--- src/rtl/multicycle_controller_if.sv ---
// multicycle_controller_if: control/status bundle between the multicycle controller and its datapath
interface multicycle_controller_if;
  logic [5:0] opcode;
  logic       zero;
  logic       mem_ready;
  logic       IorD;
  logic       mem_write;
  logic       IR_write;
  logic       reg_dst;
  logic       mem_to_reg;
  logic       reg_write;
  logic       ALU_src_A;
  logic [1:0] ALU_src_B;
  logic [1:0] ALU_op;
  logic [1:0] PC_src;
  logic       PC_en;
  logic [3:0] state;
  logic       instr_done;
  logic       illegal_op;
  modport master (
    input  opcode, zero, mem_ready,
    output IorD, mem_write, IR_write, reg_dst, mem_to_reg, reg_write, ALU_src_A,
           ALU_src_B, ALU_op, PC_src, PC_en, state, instr_done, illegal_op
  );
  modport slave (
    output opcode, zero, mem_ready,
    input  IorD, mem_write, IR_write, reg_dst, mem_to_reg, reg_write, ALU_src_A,
           ALU_src_B, ALU_op, PC_src, PC_en, state, instr_done, illegal_op
  );
endinterface

--- src/rtl/multicycle_controller.sv ---
// multicycle_controller: main control FSM of the multicycle MIPS core with memory-ready stalls
module multicycle_controller #(
  parameter logic [5:0] OP_RTYPE = 6'b000000,
  parameter logic [5:0] OP_LW    = 6'b100011,
  parameter logic [5:0] OP_SW    = 6'b101011,
  parameter logic [5:0] OP_BEQ   = 6'b000100,
  parameter logic [5:0] OP_ADDI  = 6'b001000,
  parameter logic [5:0] OP_J     = 6'b000010
) (
  input logic clk,
  input logic rst_n,
  multicycle_controller_if.master bus
);
  typedef enum logic [3:0] {
    FETCH, DECODE, MEMADR, MEMREAD, MEMWB, MEMWRITE,
    EXECUTE, ALUWB, BRANCH, ADDIEX, ADDIWB, JUMP
  } state_t;
  state_t state_q, state_d;
  logic pc_write, branch;
  always_ff @(posedge clk or negedge rst_n)
    if (!rst_n) state_q <= FETCH;
    else state_q <= state_d;
  always_comb begin
    state_d        = FETCH;
    pc_write       = 1'b0;
    branch         = 1'b0;
    bus.IorD       = 1'b0;
    bus.mem_write  = 1'b0;
    bus.IR_write   = 1'b0;
    bus.reg_dst    = 1'b0;
    bus.mem_to_reg = 1'b0;
    bus.reg_write  = 1'b0;
    bus.ALU_src_A  = 1'b0;
    bus.ALU_src_B  = 2'b00;
    bus.ALU_op     = 2'b00;
    bus.PC_src     = 2'b00;
    bus.instr_done = 1'b0;
    bus.illegal_op = 1'b0;
    case (state_q)
      FETCH: begin
        bus.ALU_src_B = 2'b01;
        bus.IR_write  = bus.mem_ready;
        pc_write      = bus.mem_ready;
        state_d       = bus.mem_ready ? DECODE : FETCH;
      end
      DECODE: begin
        bus.ALU_src_B = 2'b11;
        case (bus.opcode)
          OP_LW, OP_SW: state_d = MEMADR;
          OP_RTYPE:     state_d = EXECUTE;
          OP_BEQ:       state_d = BRANCH;
          OP_ADDI:      state_d = ADDIEX;
          OP_J:         state_d = JUMP;
          default:      bus.illegal_op = 1'b1;
        endcase
      end
      MEMADR: begin
        bus.ALU_src_A = 1'b1;
        bus.ALU_src_B = 2'b10;
        state_d       = bus.opcode == OP_LW ? MEMREAD : MEMWRITE;
      end
      MEMREAD: begin
        bus.IorD = 1'b1;
        state_d  = bus.mem_ready ? MEMWB : MEMREAD;
      end
      MEMWB: begin
        bus.mem_to_reg = 1'b1;
        bus.reg_write  = 1'b1;
        bus.instr_done = 1'b1;
      end
      MEMWRITE: begin
        bus.IorD       = 1'b1;
        bus.mem_write  = 1'b1;
        bus.instr_done = bus.mem_ready;
        state_d        = bus.mem_ready ? FETCH : MEMWRITE;
      end
      EXECUTE: begin
        bus.ALU_src_A = 1'b1;
        bus.ALU_op    = 2'b10;
        state_d       = ALUWB;
      end
      ALUWB: begin
        bus.reg_dst    = 1'b1;
        bus.reg_write  = 1'b1;
        bus.instr_done = 1'b1;
      end
      BRANCH: begin
        bus.ALU_src_A  = 1'b1;
        bus.ALU_op     = 2'b01;
        bus.PC_src     = 2'b01;
        branch         = 1'b1;
        bus.instr_done = 1'b1;
      end
      ADDIEX: begin
        bus.ALU_src_A = 1'b1;
        bus.ALU_src_B = 2'b10;
        state_d       = ADDIWB;
      end
      ADDIWB: begin
        bus.reg_write  = 1'b1;
        bus.instr_done = 1'b1;
      end
      JUMP: begin
        bus.PC_src     = 2'b10;
        pc_write       = 1'b1;
        bus.instr_done = 1'b1;
      end
      default: ;
    endcase
  end
  assign bus.PC_en = pc_write | (branch & bus.zero);
  assign bus.state = state_q;
endmodule

--- src/flat_wrapper.sv ---
// flat-port wrapper written by rule: the top's interface ports become plain ports
module multicycle_controller_flat 
#(
  parameter logic [5:0] OP_RTYPE = 6'b000000,
  parameter logic [5:0] OP_LW    = 6'b100011,
  parameter logic [5:0] OP_SW    = 6'b101011,
  parameter logic [5:0] OP_BEQ   = 6'b000100,
  parameter logic [5:0] OP_ADDI  = 6'b001000,
  parameter logic [5:0] OP_J     = 6'b000010
)
  (clk, rst_n, bus_opcode, bus_zero, bus_mem_ready, bus_IorD, bus_mem_write, bus_IR_write, bus_reg_dst, bus_mem_to_reg, bus_reg_write, bus_ALU_src_A, bus_ALU_src_B, bus_ALU_op, bus_PC_src, bus_PC_en, bus_state, bus_instr_done, bus_illegal_op);
  multicycle_controller_if bus_i ();
  input logic clk;
  input logic rst_n;
  input wire logic [$bits(bus_i.opcode)-1:0] bus_opcode;
  input wire logic [$bits(bus_i.zero)-1:0] bus_zero;
  input wire logic [$bits(bus_i.mem_ready)-1:0] bus_mem_ready;
  output wire logic [$bits(bus_i.IorD)-1:0] bus_IorD;
  output wire logic [$bits(bus_i.mem_write)-1:0] bus_mem_write;
  output wire logic [$bits(bus_i.IR_write)-1:0] bus_IR_write;
  output wire logic [$bits(bus_i.reg_dst)-1:0] bus_reg_dst;
  output wire logic [$bits(bus_i.mem_to_reg)-1:0] bus_mem_to_reg;
  output wire logic [$bits(bus_i.reg_write)-1:0] bus_reg_write;
  output wire logic [$bits(bus_i.ALU_src_A)-1:0] bus_ALU_src_A;
  output wire logic [$bits(bus_i.ALU_src_B)-1:0] bus_ALU_src_B;
  output wire logic [$bits(bus_i.ALU_op)-1:0] bus_ALU_op;
  output wire logic [$bits(bus_i.PC_src)-1:0] bus_PC_src;
  output wire logic [$bits(bus_i.PC_en)-1:0] bus_PC_en;
  output wire logic [$bits(bus_i.state)-1:0] bus_state;
  output wire logic [$bits(bus_i.instr_done)-1:0] bus_instr_done;
  output wire logic [$bits(bus_i.illegal_op)-1:0] bus_illegal_op;
  assign bus_i.opcode = bus_opcode;
  assign bus_i.zero = bus_zero;
  assign bus_i.mem_ready = bus_mem_ready;
  assign bus_IorD = bus_i.IorD;
  assign bus_mem_write = bus_i.mem_write;
  assign bus_IR_write = bus_i.IR_write;
  assign bus_reg_dst = bus_i.reg_dst;
  assign bus_mem_to_reg = bus_i.mem_to_reg;
  assign bus_reg_write = bus_i.reg_write;
  assign bus_ALU_src_A = bus_i.ALU_src_A;
  assign bus_ALU_src_B = bus_i.ALU_src_B;
  assign bus_ALU_op = bus_i.ALU_op;
  assign bus_PC_src = bus_i.PC_src;
  assign bus_PC_en = bus_i.PC_en;
  assign bus_state = bus_i.state;
  assign bus_instr_done = bus_i.instr_done;
  assign bus_illegal_op = bus_i.illegal_op;
  multicycle_controller #(.OP_RTYPE(OP_RTYPE), .OP_LW(OP_LW), .OP_SW(OP_SW), .OP_BEQ(OP_BEQ), .OP_ADDI(OP_ADDI), .OP_J(OP_J)) u_core (.clk(clk), .rst_n(rst_n), .bus(bus_i));
endmodule
--- config.mk ---
export PLATFORM = sky130hd
export DESIGN_NAME = multicycle_controller_flat
export DESIGN_NICKNAME = d
export VERILOG_FILES = /design/src/rtl/multicycle_controller_if.sv /design/src/rtl/multicycle_controller.sv /design/src/flat_wrapper.sv
export SDC_FILE = /design/constraint.sdc
export NUM_CORES = 1
export LEC_CHECK = 0
export ABC_AREA = 1
export CORE_MARGIN = 2
export CORE_UTILIZATION = 35
export CTS_BUF_LIST = sky130_fd_sc_hd__clkbuf_4 sky130_fd_sc_hd__clkbuf_8
export DETAILED_ROUTE_END_ITERATION = 7
export HOLD_SLACK_MARGIN = 0.02
export PLACE_DENSITY = 0.74
export SLEW_MARGIN = 5
export SYNTH_ARGS = -nofsm -noshare
export SYNTH_HDL_FRONTEND = slang
export SYNTH_SLANG_ARGS = --single-unit
--- constraint.sdc ---
create_clock -name clk -period 1.57 [get_ports clk]
set_input_delay 0.2355 -clock clk [delete_from_list [all_inputs] [get_ports clk]]
set_output_delay 0.2355 -clock clk [all_outputs]
set_load 0.01 [all_outputs]
* After elaboration in Yosys (flattened, before gate mapping)
Cells that the tools add are included.
** Word-level totals
- Memories kept :: 0
- Word-level logic and storage cells :: 49
- RAM bits :: 0
- Register bits :: 4
- Bits in read-only memories :: 0
- Input bits :: 10
- Output and inout port bits :: 20
- Latch bits :: 0
** Operators by class
- Add/sub/neg operators :: 0
- $lt $le $gt $ge :: 0
- Reduce and logical (&&, ||, !) cells :: 9
- Divide/modulo/power cells :: 0
- $mul :: 0
- Bitwise gates (word level) :: 2
- Shift-type cells :: 0
- Multiplexer cells :: 21
- Equality and inequality tests :: 16
** Operator list (count)
- $pmux W4 S7 :: 1
- $pmux W4 S5 :: 1
- $eq A4 B3 Y1 const B :: 4
- $eq A4 B4 Y1 const B :: 4
- $eq A6 B6 Y1 const B :: 2
- $mux W1 :: 11
- $mux W3 :: 3
- $eq A4 B2 Y1 const B :: 2
- $pmux W2 S2 :: 2
- $eq A6 B2 Y1 const B :: 1
- $eq A6 B3 Y1 const B :: 1
- $eq A6 B4 Y1 const B :: 1
- $logic_not A6 Y1 :: 1
- $pmux W2 S3 :: 1
- $reduce_or A2 Y1 :: 3
- $reduce_or A6 Y1 :: 1
- $reduce_or A5 Y1 :: 1
- $eq A4 B1 Y1 const B :: 1
- $logic_not A4 Y1 :: 1
- $pmux W1 S2 :: 2
- $reduce_or A4 Y1 :: 1
- $reduce_or A3 Y1 :: 1
- $and A1 B1 Y1 :: 1
- $or A1 B1 Y1 :: 1

* Depth between registers and ports, before layout
Gate-level depths: netlist of the first run.
- Depth in word-level cells :: 4
- Mapped depth :: 8
- Mapped depth without buffers :: 8

* Worst setup path before layout of the first run
No wires, ideal clock.
- Path kind :: reg-to-output
- Start point :: register u_core.state_q[0], in the netlist u_core.bus.state[0]
- End point :: output port bus_instr_done
- Required time :: 1.334 ns
- Arrival time :: 1.132 ns
- Buffers on the path :: 0
- Stages on the path, launching flop included :: 6
- Path slack :: 0.202 ns
- Path through :: dfrtp_1 > nor2_1 > inv_2 > nor2_1 > nor2_1 > o211ai_1
** Between the ends
- Longest elaborated chain between the ends :: 3
- Elaborated cells between the ends (all ways) :: 8
- Classes of those cells :: 6 x eq/ne; 1 x mux; 1 x reduce/logical
** Ends and longest elaborated chain
- from (decl) :: line multicycle_controller.sv:18 : state_t state_q, state_d;
- from (signal assigned) :: line multicycle_controller.sv:22 : else state_q <= state_d;
- $eq A4 B3 Y1 or $eq A4 B4 Y1 (tied branches) :: line multicycle_controller.sv:39 : case (state_q)
- $reduce_or A5 Y1 (no line)
- $pmux W1 S2 * :: line multicycle_controller.sv:39
- to (decl) :: line flat_wrapper.sv:30 : output wire logic [$bits(bus_i.instr_done)-1:0] bus_instr_done;
Every way passes the cells marked *; elsewhere a longest branch is shown, timed or not.

* Final worst setup path of the first run
- Start point :: register u_core.state_q[2], in the netlist u_core.bus.state[2]
- End point :: output port bus_ALU_src_A
** Between the ends
- Longest elaborated chain between the ends :: 3
- Elaborated cells between the ends (all ways) :: 6
- Classes of those cells :: 4 x eq/ne; 1 x mux; 1 x reduce/logical
** Ends and longest elaborated chain
- $eq A4 B2 Y1 (tied with other cells) :: line multicycle_controller.sv:39
- $reduce_or A4 Y1 (no line) *
- $mux W1 * :: line multicycle_controller.sv:39
- to (decl) :: line flat_wrapper.sv:24 : output wire logic [$bits(bus_i.ALU_src_A)-1:0] bus_ALU_src_A;
Marked as above.

==> impl_metrics.env, run 1 <==
export IMPL_die_y_um=43.1
export IMPL_grt_antenna_before_repair=0
export IMPL_synth_edff_count=0
export IMPL_cap_violations=0
export IMPL_yosysMostFrequentCell="nand2_1"
export IMPL_synth_top_area_share_pct=18.7
export IMPL_setup_viol=4
export IMPL_rrSetupSlack_ns=0.22
export IMPL_netlist_area_um2=536
export IMPL_power_density_mw_per_mm2=698
export IMPL_ant_nets=0
export IMPL_start_kind="flop"
export IMPL_hp_class="input port to async pin"
export IMPL_cp_slowest_cell="dfrtp_2"
export IMPL_cts_buffers=3
export IMPL_dieArea_mm2=0.00186
export IMPL_fin_cells=172
export IMPL_multi_input_area_um2=423
export IMPL_syn_avg_cell_area_um2=5.46
export IMPL_status="finished with violations"
export IMPL_rows=14
export IMPL_cp_startpoint="u_core.bus.state[2]"
export IMPL_yosysWarningCount=0
export IMPL_path_depth=5
export IMPL_grt_use_met2_pct=40.6
export IMPL_clk_pin_slew_ns=0.04
export IMPL_critPathTopFamily="flip-flops"
export IMPL_top_usage_layer="met2"
export IMPL_largest_reg_flops=4
export IMPL_drive_above_1_share_pct=47.4
export IMPL_rsz0062_at_grt="true"
export IMPL_path_class="flop to primary output"
export IMPL_p_leak_nw=0.673
export IMPL_worstRegToRegCells=10
export IMPL_nNetsFinal=168
export IMPL_crit_chain="nor2_2 -> buf_4 -> nand2_1 -> nand3b_1 -> buf_2"
export IMPL_cp_num_buf_inv=2
export IMPL_cts_tree="built"
export IMPL_wl_um=2000
export IMPL_synth_top_cell_by_area="dfrtp_1"
export IMPL_drc=0
export IMPL_synth_cell_types=13
export IMPL_first_global_vias=754
export IMPL_cts_root_buf="clkbuf_4"
export IMPL_synth_fp_nets=108
export IMPL_slowest_delay_ns=0.47
export IMPL_fin_crit_sh_pct=102
export IMPL_wl_per_cell_um=11.6
export IMPL_crit_fanout=5
export IMPL_h_tree_depth=1
export IMPL_synth_ff_type="dfrtp_1"
export IMPL_globalRouteMet3Util_pct=4.68
export IMPL_min_period_ns=1.60
export IMPL_fin_setup_tns_ns=-0.0926
export IMPL_vias_per_cell=4.72
export IMPL_vias=811
export IMPL_clockBufferDepth=2
export IMPL_max_freq_mhz=624
export IMPL_seqCellArea_um2=104
export IMPL_hold_viol=0
export IMPL_cts_hold_fix_buffers=0
export IMPL_grtUsageTotal_pct=21.1
export IMPL_total_power_w=0.000762
export IMPL_dp_cells=166
export IMPL_overflow=0
export IMPL_core_area_mm2=0.00147
export IMPL_post_dp_hpwl_um=1420
export IMPL_ir_worst_vdd_v=0.000588
export IMPL_synthToLayoutAreaGrowth_pct=104
export IMPL_synth_cells=98
export IMPL_initial_core_util_pct=36.4
export IMPL_synth_common_cells="nand2_1 (26), nor2_1 (21), inv_1 (17)"
export IMPL_drt_pass1_iterations=3
export IMPL_worstSetupEndpointType="primary output"
export IMPL_place_congestion=0.853
export IMPL_grt_pass1_wl_um=2930
export IMPL_grt_max_degree=6
export IMPL_worst_r2r_startpoint="u_core.bus.state[1]"
export IMPL_groute_layer_met1_usage_pct=20.5
export IMPL_postLayoutSetupSlackWorst_ns=-0.0332
export IMPL_cp_endpoint="bus_ALU_src_A"
export IMPL_worstMarginPinSlew_ns=0.190
export IMPL_clock_latency_ns=0.23
export IMPL_violations="negative setup slack"
export IMPL_timing_slew_headroom_pct=87.3
export IMPL_num_antenna_cells=0
export IMPL_synth_area_top_cells="dfrtp_1 (19%), nand2_1 (18%), nor2_1 (15%), inv_1 (12%), nand3_1 (11%)"
export IMPL_ys_seq_area_share_pct=18.7
export IMPL_ys_seq_elements=4
export IMPL_r2r_end="u_core.bus.state[2]"
export IMPL_fin_skew_ns=0.00437
export IMPL_required_ns=1.33
export IMPL_first_iter_violations=17
export IMPL_arrival_ns=1.37
export IMPL_drv_slew=0
export IMPL_ys_async_sr_fraction_pct=100
export IMPL_fp_dieW_um=43.1
export IMPL_fill_cells=116
export IMPL_io_pins=30
export IMPL_cts_sinks=4
export IMPL_port_buffers=29
## area by class of cell
cell class | count | share of cell area (%)
Tap cell | 16 | 1.83
Multi-Input combinational cell | 74 | 38.7
Sequential cell | 4 | 9.51
Inverter | 19 | 6.53
Timing Repair Buffer | 56 | 41.4
Clock buffer | 3 | 2.06
## cell usage in the layout, fill, tap and decap left out, types with 2 or more instances in the layout
cell type and count:
nor2_4 8, clkdlybuf4s50_1 8, clkdlybuf4s15_1 2, dlymetal6s2s_1 4, dlygate4sd2_1 3, nor2_2 7
buf_4 27, nand2_1 23, nand2_2 4, nand3_2 2, inv_2 5, nand3_1 10
buf_2 9, clkbuf_4 3, dfrtp_2 3, nand2_4 2, inv_1 14, nand3b_1 2
buf_6 2, nor2_1 13
## kinds of logic (layout without fill, tap and decap cells)
| kind of cell | Yosys count | after routing | share of synthesized area [%] |
|---|---|---|---|
| buf+inv | 20 | 78 | 14.7 |
| flops | 4 | 4 | 18.7 |
| simple gates | 71 | 71 | 63.3 |
| compound gates | 3 | 3 | 3.27 |
## worst register-to-register path, stage by stage (launching register included)
cell and delay (ns):
dfrtp_2 0.42, inv_2 0.07, buf_4 0.14, nor2_4 0.14, nand2_1 0.11, buf_4 0.15
inv_1 0.05, nand2_1 0.05, nand2_1 0.06, inv_1 0.03, nand2_1 0.06
## how the worst min path moves through the flow
stage          start                  end  cells past startpoint  slack, ns
2_1_floorplan  rst_n  u_core.bus.state[0]                      0      -0.06
3_3_place_gp   rst_n  u_core.bus.state[0]                      1       0.44
3_5_place_dp   rst_n  u_core.bus.state[2]                      1       0.44
4_1_cts        rst_n  u_core.bus.state[3]                      1       0.20
5_1_grt        rst_n  u_core.bus.state[3]                      1       0.21
6_report       rst_n  u_core.bus.state[3]                      1       0.20
## routing by layer
metal  wire, um  vias up
met2       1160       32
met5          0        -
li1           -      413
met3        126        2
met4         14        0
met1        698      364
## power by group
part	internal [W]	total (W)	leakage (nW)	switching, W
clock	0.0000853	0.000125	0.0138	0.0000394
combinational	0.000231	0.000483	0.610	0.000252
sequential	0.000120	0.000154	0.0496	0.0000343
total	0.000436	0.000762	0.673	0.000326
## timing repair
action                                  4_1_cts  5_1_grt
setup buffers                                 2        1
pin swaps                                     2        6
resized for setup                            64       21
endpoints found under the setup margin       17       16
## metrics by stage
step	instance area [um^2]	setup WS, ns	util, %	hold slack (ns)
3_3_place_gp	1020	-0.315	69.2	0.437
3_5_place_dp	1020	-0.375	69.2	0.444
5_1_grt	1090	-0.0797	74.2	0.212
4_1_cts	1040	0.00185	70.7	0.199
2_1_floorplan	536	0.202	-	-0.0601
6_report	1090	-0.0332	74.2	0.200
Note: power is estimated with default switching activity, not from simulation.
==> run 2: changes to the inputs <==
--- a/config.mk
+++ b/config.mk
@@ -6,6 +6,7 @@
 export NUM_CORES = 1
 export LEC_CHECK = 0
 export ABC_AREA = 1
+export CAP_MARGIN = 0
 export CORE_MARGIN = 2
 export CORE_UTILIZATION = 35
 export CTS_BUF_LIST = sky130_fd_sc_hd__clkbuf_4 sky130_fd_sc_hd__clkbuf_8
==> constraint.sdc (replaced) <==
create_clock -name clk -period 1.7 [get_ports clk]
set_input_delay 0.255 -clock clk [delete_from_list [all_inputs] [get_ports clk]]
set_output_delay 0.255 -clock clk [all_outputs]
set_load 0.01 [all_outputs]
==> impl_metrics.env, run 2 (same netlist as run 1, synthesis figures left out) <==
export IMPL_status="finished, final reports clean"
export IMPL_fp_dieW_um=43.1
export IMPL_port_buffers=29
export IMPL_timing_slew_headroom_pct=86.2
export IMPL_ir_worst_vdd_v=0.000494
export IMPL_first_global_vias=747
export IMPL_vias=807
export IMPL_fin_crit_sh_pct=96.7
export IMPL_initial_core_util_pct=36.4
export IMPL_dpl_cell_area_mm2=0.00101
export IMPL_final_cell_mix="buf_4 (28), nand2_1 (26), inv_1 (15)"
export IMPL_worstMarginPinSlew_ns=0.205
export IMPL_hold_viol=0
export IMPL_power_density_mw_per_mm2=631
export IMPL_clock_latency_ns=0.23
export IMPL_start_kind="flop"
export IMPL_slowest_delay_ns=0.52
export IMPL_h_tree_depth=1
export IMPL_max_freq_mhz=608
export IMPL_nNetsFinal=168
export IMPL_hp_class="input port to async pin"
export IMPL_cts_tree="built"
export IMPL_grtUsageTotal_pct=20.8
export IMPL_core_area_mm2=0.00147
export IMPL_place_congestion=0.845
export IMPL_num_antenna_cells=0
export IMPL_wl_per_cell_um=10.2
export IMPL_clockBufferDepth=2
export IMPL_rrSetupSlack_ns=0.40
export IMPL_grt_antenna_before_repair=0
export IMPL_grt_pass1_wl_um=2910
export IMPL_crit_fanout=4
export IMPL_path_class="flop to primary output"
export IMPL_grt_max_degree=6
export IMPL_cts_sinks=4
export IMPL_io_pins=30
export IMPL_largest_reg_flops=4
export IMPL_fin_skew_ns=0.00536
export IMPL_arrival_ns=1.39
export IMPL_drv_slew=0
export IMPL_first_iter_violations=8
export IMPL_rsz0062_at_grt="true"
export IMPL_die_y_um=43.1
export IMPL_min_period_ns=1.64
export IMPL_required_ns=1.44
export IMPL_dieArea_mm2=0.00186
export IMPL_drive_above_1_share_pct=40.4
export IMPL_final_common_cell="buf_4"
export IMPL_setup_viol=0
export IMPL_wl_um=1750
export IMPL_drt_pass1_iterations=6
export IMPL_grt_use_met2_pct=41.8
export IMPL_vias_per_cell=4.69
export IMPL_synthToLayoutAreaGrowth_pct=97.7
export IMPL_globalRouteMet3Util_pct=3.83
export IMPL_worstSetupEndpointType="primary output"
export IMPL_clk_pin_slew_ns=0.04
export IMPL_cap_violations=0
export IMPL_overflow=0
export IMPL_worst_path_most_repeated_cell="buf_4"
export IMPL_fin_hold_ws_ns=0.219
export IMPL_drc=0
export IMPL_cts_root_buf="clkbuf_4"
export IMPL_cp_slowest_cell="clkdlybuf4s50_1"
export IMPL_p_leak_nw=0.636
export IMPL_post_dp_hpwl_um=1380
export IMPL_rows=14
export IMPL_cts_buffers=3
export IMPL_top_usage_layer="met2"
export IMPL_stdcell_area_mm2=0.00106
export IMPL_groute_layer_met1_usage_pct=18.7
export IMPL_crit_chain="buf_4 -> buf_4 -> clkdlybuf4s50_1"
export IMPL_ant_nets=0
==> run 2: final cells by class <==
cell class	count	area, um^2
Timing Repair Buffer	56	454
Fill cell	127	413
Multi-Input combinational cell	74	389
Sequential cell	4	101
Inverter	19	71.3
Clock buffer	3	22.5
Tap cell	16	20.0
==> run 2: path summary, 6_finish.rpt <==
path | start | depth (start not counted) | endpoint
min in group clk | bus_opcode[4] | 8 | u_core.bus.state[2]
max in group asynchronous | rst_n | 1 | u_core.bus.state[2]
setup reg to reg | u_core.bus.state[2] | 8 | u_core.bus.state[1]
hold reg to reg | u_core.bus.state[3] | 5 | u_core.bus.state[0]
hold / removal | rst_n | 1 | u_core.bus.state[3]
setup / recovery | u_core.bus.state[1] | 3 | bus_state[1]
==> run 2: what timing repair did <==
| item | in CTS | in global routing |
|---|---|---|
| endpoints found under the setup margin | 16 | 9 |
| hold buffers | 0 | 0 |
| cloned | 0 | 0 |
| setup buffers | 3 | 1 |
| pin swaps | 0 | 2 |
| resized for setup | 32 | 19 |
| hold endpoints to repair | 0 | 0 |
==> run 2: where the power goes <==
| group | total [W] | switching, W | internal (W) |
|---|---|---|---|
| clock | 0.000112 | 0.0000330 | 0.0000785 |
| combinational | 0.000426 | 0.000221 | 0.000205 |
| sequential | 0.000130 | 0.0000214 | 0.000109 |
| total | 0.000668 | 0.000275 | 0.000392 |
==> run 2: worst max-delay path: cells and delay by family (launching register included) <==
kind     cells  cell delay, ns
buf+inv      3            0.75
flops        1            0.41
==> run 2: routing by layer <==
| metal | wire length, um | part of all wire, % |
|---|---|---|
| met5 | 0 | 0 |
| met4 | 51 | 2.9 |
| met3 | 120 | 6.9 |
| met2 | 978 | 56 |
| met1 | 600 | 34 |
==> run 2: per-stage QoR <==
step           power (W)  TNS (ns)  utilization, %  std cells  setup WS [ns]
4_1_cts         0.000669         0            72.5        171        0.00223
3_5_place_dp    0.000555    -0.578            68.7        165         -0.293
3_3_place_gp    0.000548    -0.439            68.7        165         -0.225
5_1_grt         0.000712  -0.00653            71.9        172       -0.00653
2_1_floorplan   0.000315         0               -         98          0.313
6_report        0.000668         0            71.9        172         0.0561
==> run 3: changes to the inputs <==
--- a/config.mk
+++ b/config.mk
@@ -13,6 +13,7 @@
 export DETAILED_ROUTE_END_ITERATION = 7
 export HOLD_SLACK_MARGIN = 0.02
 export PLACE_DENSITY = 0.74
+export RECOVER_POWER = 25
 export SLEW_MARGIN = 5
 export SYNTH_ARGS = -nofsm -noshare
 export SYNTH_HDL_FRONTEND = slang
==> impl_metrics.env, run 3 (same netlist as run 1, synthesis figures left out) <==
export IMPL_largest_reg_flops=4
export IMPL_num_antenna_cells=0
export IMPL_start_kind="flop"
export IMPL_fin_setup_tns_ns=0
export IMPL_drt_pass1_iterations=6
export IMPL_final_common_cell="buf_4"
export IMPL_crit_chain="buf_4 -> buf_4 -> clkdlybuf4s50_1"
export IMPL_cts_tree="built"
export IMPL_overflow=0
export IMPL_worstSetupEndpointType="primary output"
export IMPL_hold_viol=0
export IMPL_grt_pass1_wl_um=2910
export IMPL_dieArea_mm2=0.00186
export IMPL_cap_violations=0
export IMPL_worstMarginPinSlew_ns=0.205
export IMPL_fin_skew_ns=0.00543
export IMPL_cts_buffers=3
export IMPL_status="finished, final reports clean"
export IMPL_wl_um=1750
export IMPL_cp_num_buf_inv=3
export IMPL_post_dp_hpwl_um=1380
export IMPL_max_freq_mhz=608
export IMPL_power_density_mw_per_mm2=630
export IMPL_min_period_ns=1.64
export IMPL_p_leak_nw=0.636
export IMPL_nNetsFinal=168
export IMPL_drv_slew=0
export IMPL_critPathTopFamily="buffers and inverters"
export IMPL_dpl_cell_area_mm2=0.00101
export IMPL_port_buffers=29
export IMPL_cp_slowest_cell="clkdlybuf4s50_1"
export IMPL_clk_pin_slew_ns=0.04
export IMPL_ir_worst_vdd_v=0.000494
export IMPL_rsz0062_at_grt="true"
export IMPL_setup_viol=0
export IMPL_cts_hold_fix_buffers=0
export IMPL_timing_slew_headroom_pct=86.2
export IMPL_crit_fanout=4
export IMPL_clockBufferDepth=2
export IMPL_fp_dieW_um=43.1
export IMPL_fin_crit_sh_pct=96.7
export IMPL_die_y_um=43.1
export IMPL_slowest_delay_ns=0.52
export IMPL_cts_sinks=4
export IMPL_clock_latency_ns=0.23
export IMPL_core_area_mm2=0.00147
export IMPL_synthToLayoutAreaGrowth_pct=97.7
export IMPL_place_congestion=0.845
export IMPL_grtUsageTotal_pct=20.8
export IMPL_path_class="flop to primary output"
export IMPL_grt_antenna_before_repair=0
export IMPL_arrival_ns=1.39
export IMPL_grt_max_degree=6
export IMPL_worst_path_most_repeated_cell="buf_4"
export IMPL_final_cell_mix="buf_4 (28), nand2_1 (26), inv_1 (15)"
export IMPL_initial_core_util_pct=36.4
export IMPL_ant_nets=0
export IMPL_first_iter_violations=8
export IMPL_vias=808
export IMPL_drive_above_1_share_pct=40.4
export IMPL_required_ns=1.44
export IMPL_rows=14
export IMPL_stdcell_area_mm2=0.00106
export IMPL_io_pins=30
export IMPL_first_global_vias=747
export IMPL_vias_per_cell=4.70
export IMPL_wl_per_cell_um=10.2
export IMPL_cts_root_buf="clkbuf_4"
export IMPL_hp_class="input port to async pin"
export IMPL_fin_hold_ws_ns=0.288
export IMPL_drc=0
export IMPL_h_tree_depth=1
## run 3: changes by cell type in the layout (fill, tap and decap cells not counted), sizes merged
cell / delta
clkdlybuf4s50: -1
dlygate4sd3: +1
## run 3: through the flow
step | std cells | setup WS (ns) | utilization, % | power, W
CTS | 171 | 0.00223 | 72.5 | 0.000669
global placement | 165 | -0.225 | 68.7 | 0.000548
floorplan | 98 | 0.313 | - | 0.000315
global route | 172 | -0.00653 | 71.9 | 0.000711
detailed placement | 165 | -0.293 | 68.7 | 0.000555
finish | 172 | 0.0561 | 71.9 | 0.000667
## run 3: path summary, 6_finish.rpt
| path | endpoint | cells after the start | from | slack (ns) |
|---|---|---|---|---|
| max in group asynchronous | u_core.bus.state[2] | 1 | rst_n | 1.23 |
| worst min-delay path | u_core.bus.state[3] | 1 | rst_n | 0.29 |
| worst max-delay path | bus_state[1] | 3 | u_core.bus.state[1] | 0.06 |
| worst min register to register | u_core.bus.state[0] | 5 | u_core.bus.state[3] | 0.75 |
| worst max register to register | u_core.bus.state[1] | 8 | u_core.bus.state[2] | 0.40 |
| min in group clk | u_core.bus.state[2] | 8 | bus_opcode[4] | 0.59 |
## run 3: cell type report
class,count,area [um^2]
clock buffers,3,22.5
repair buffers,56,454
well taps,16,20.0
multi-input cells,74,389
inverters,19,71.3
fillers,127,413
flip-flops and latches,4,101
## run 3: report_power, final
group	switching (W)	internal, W
clock network	0.0000331	0.0000785
registers	0.0000214	0.000109
logic	0.000221	0.000204
## run 3: per-layer routing
layer,vias up,share of wire (%),global-route usage (%)
li1,415,-,-
met1,355,34,18.7
met2,32,56,41.8
met3,6,6.9,3.83
met4,0,2.9,10.9
met5,-,0,0
## run 3: repair_timing
| item | 4_1_cts | 5_1_grt |
|---|---|---|
| gates resized for setup | 32 | 19 |
| setup endpoints to repair | 16 | 9 |
| pin swaps | 0 | 2 |
| buffers inserted | 3 | 1 |
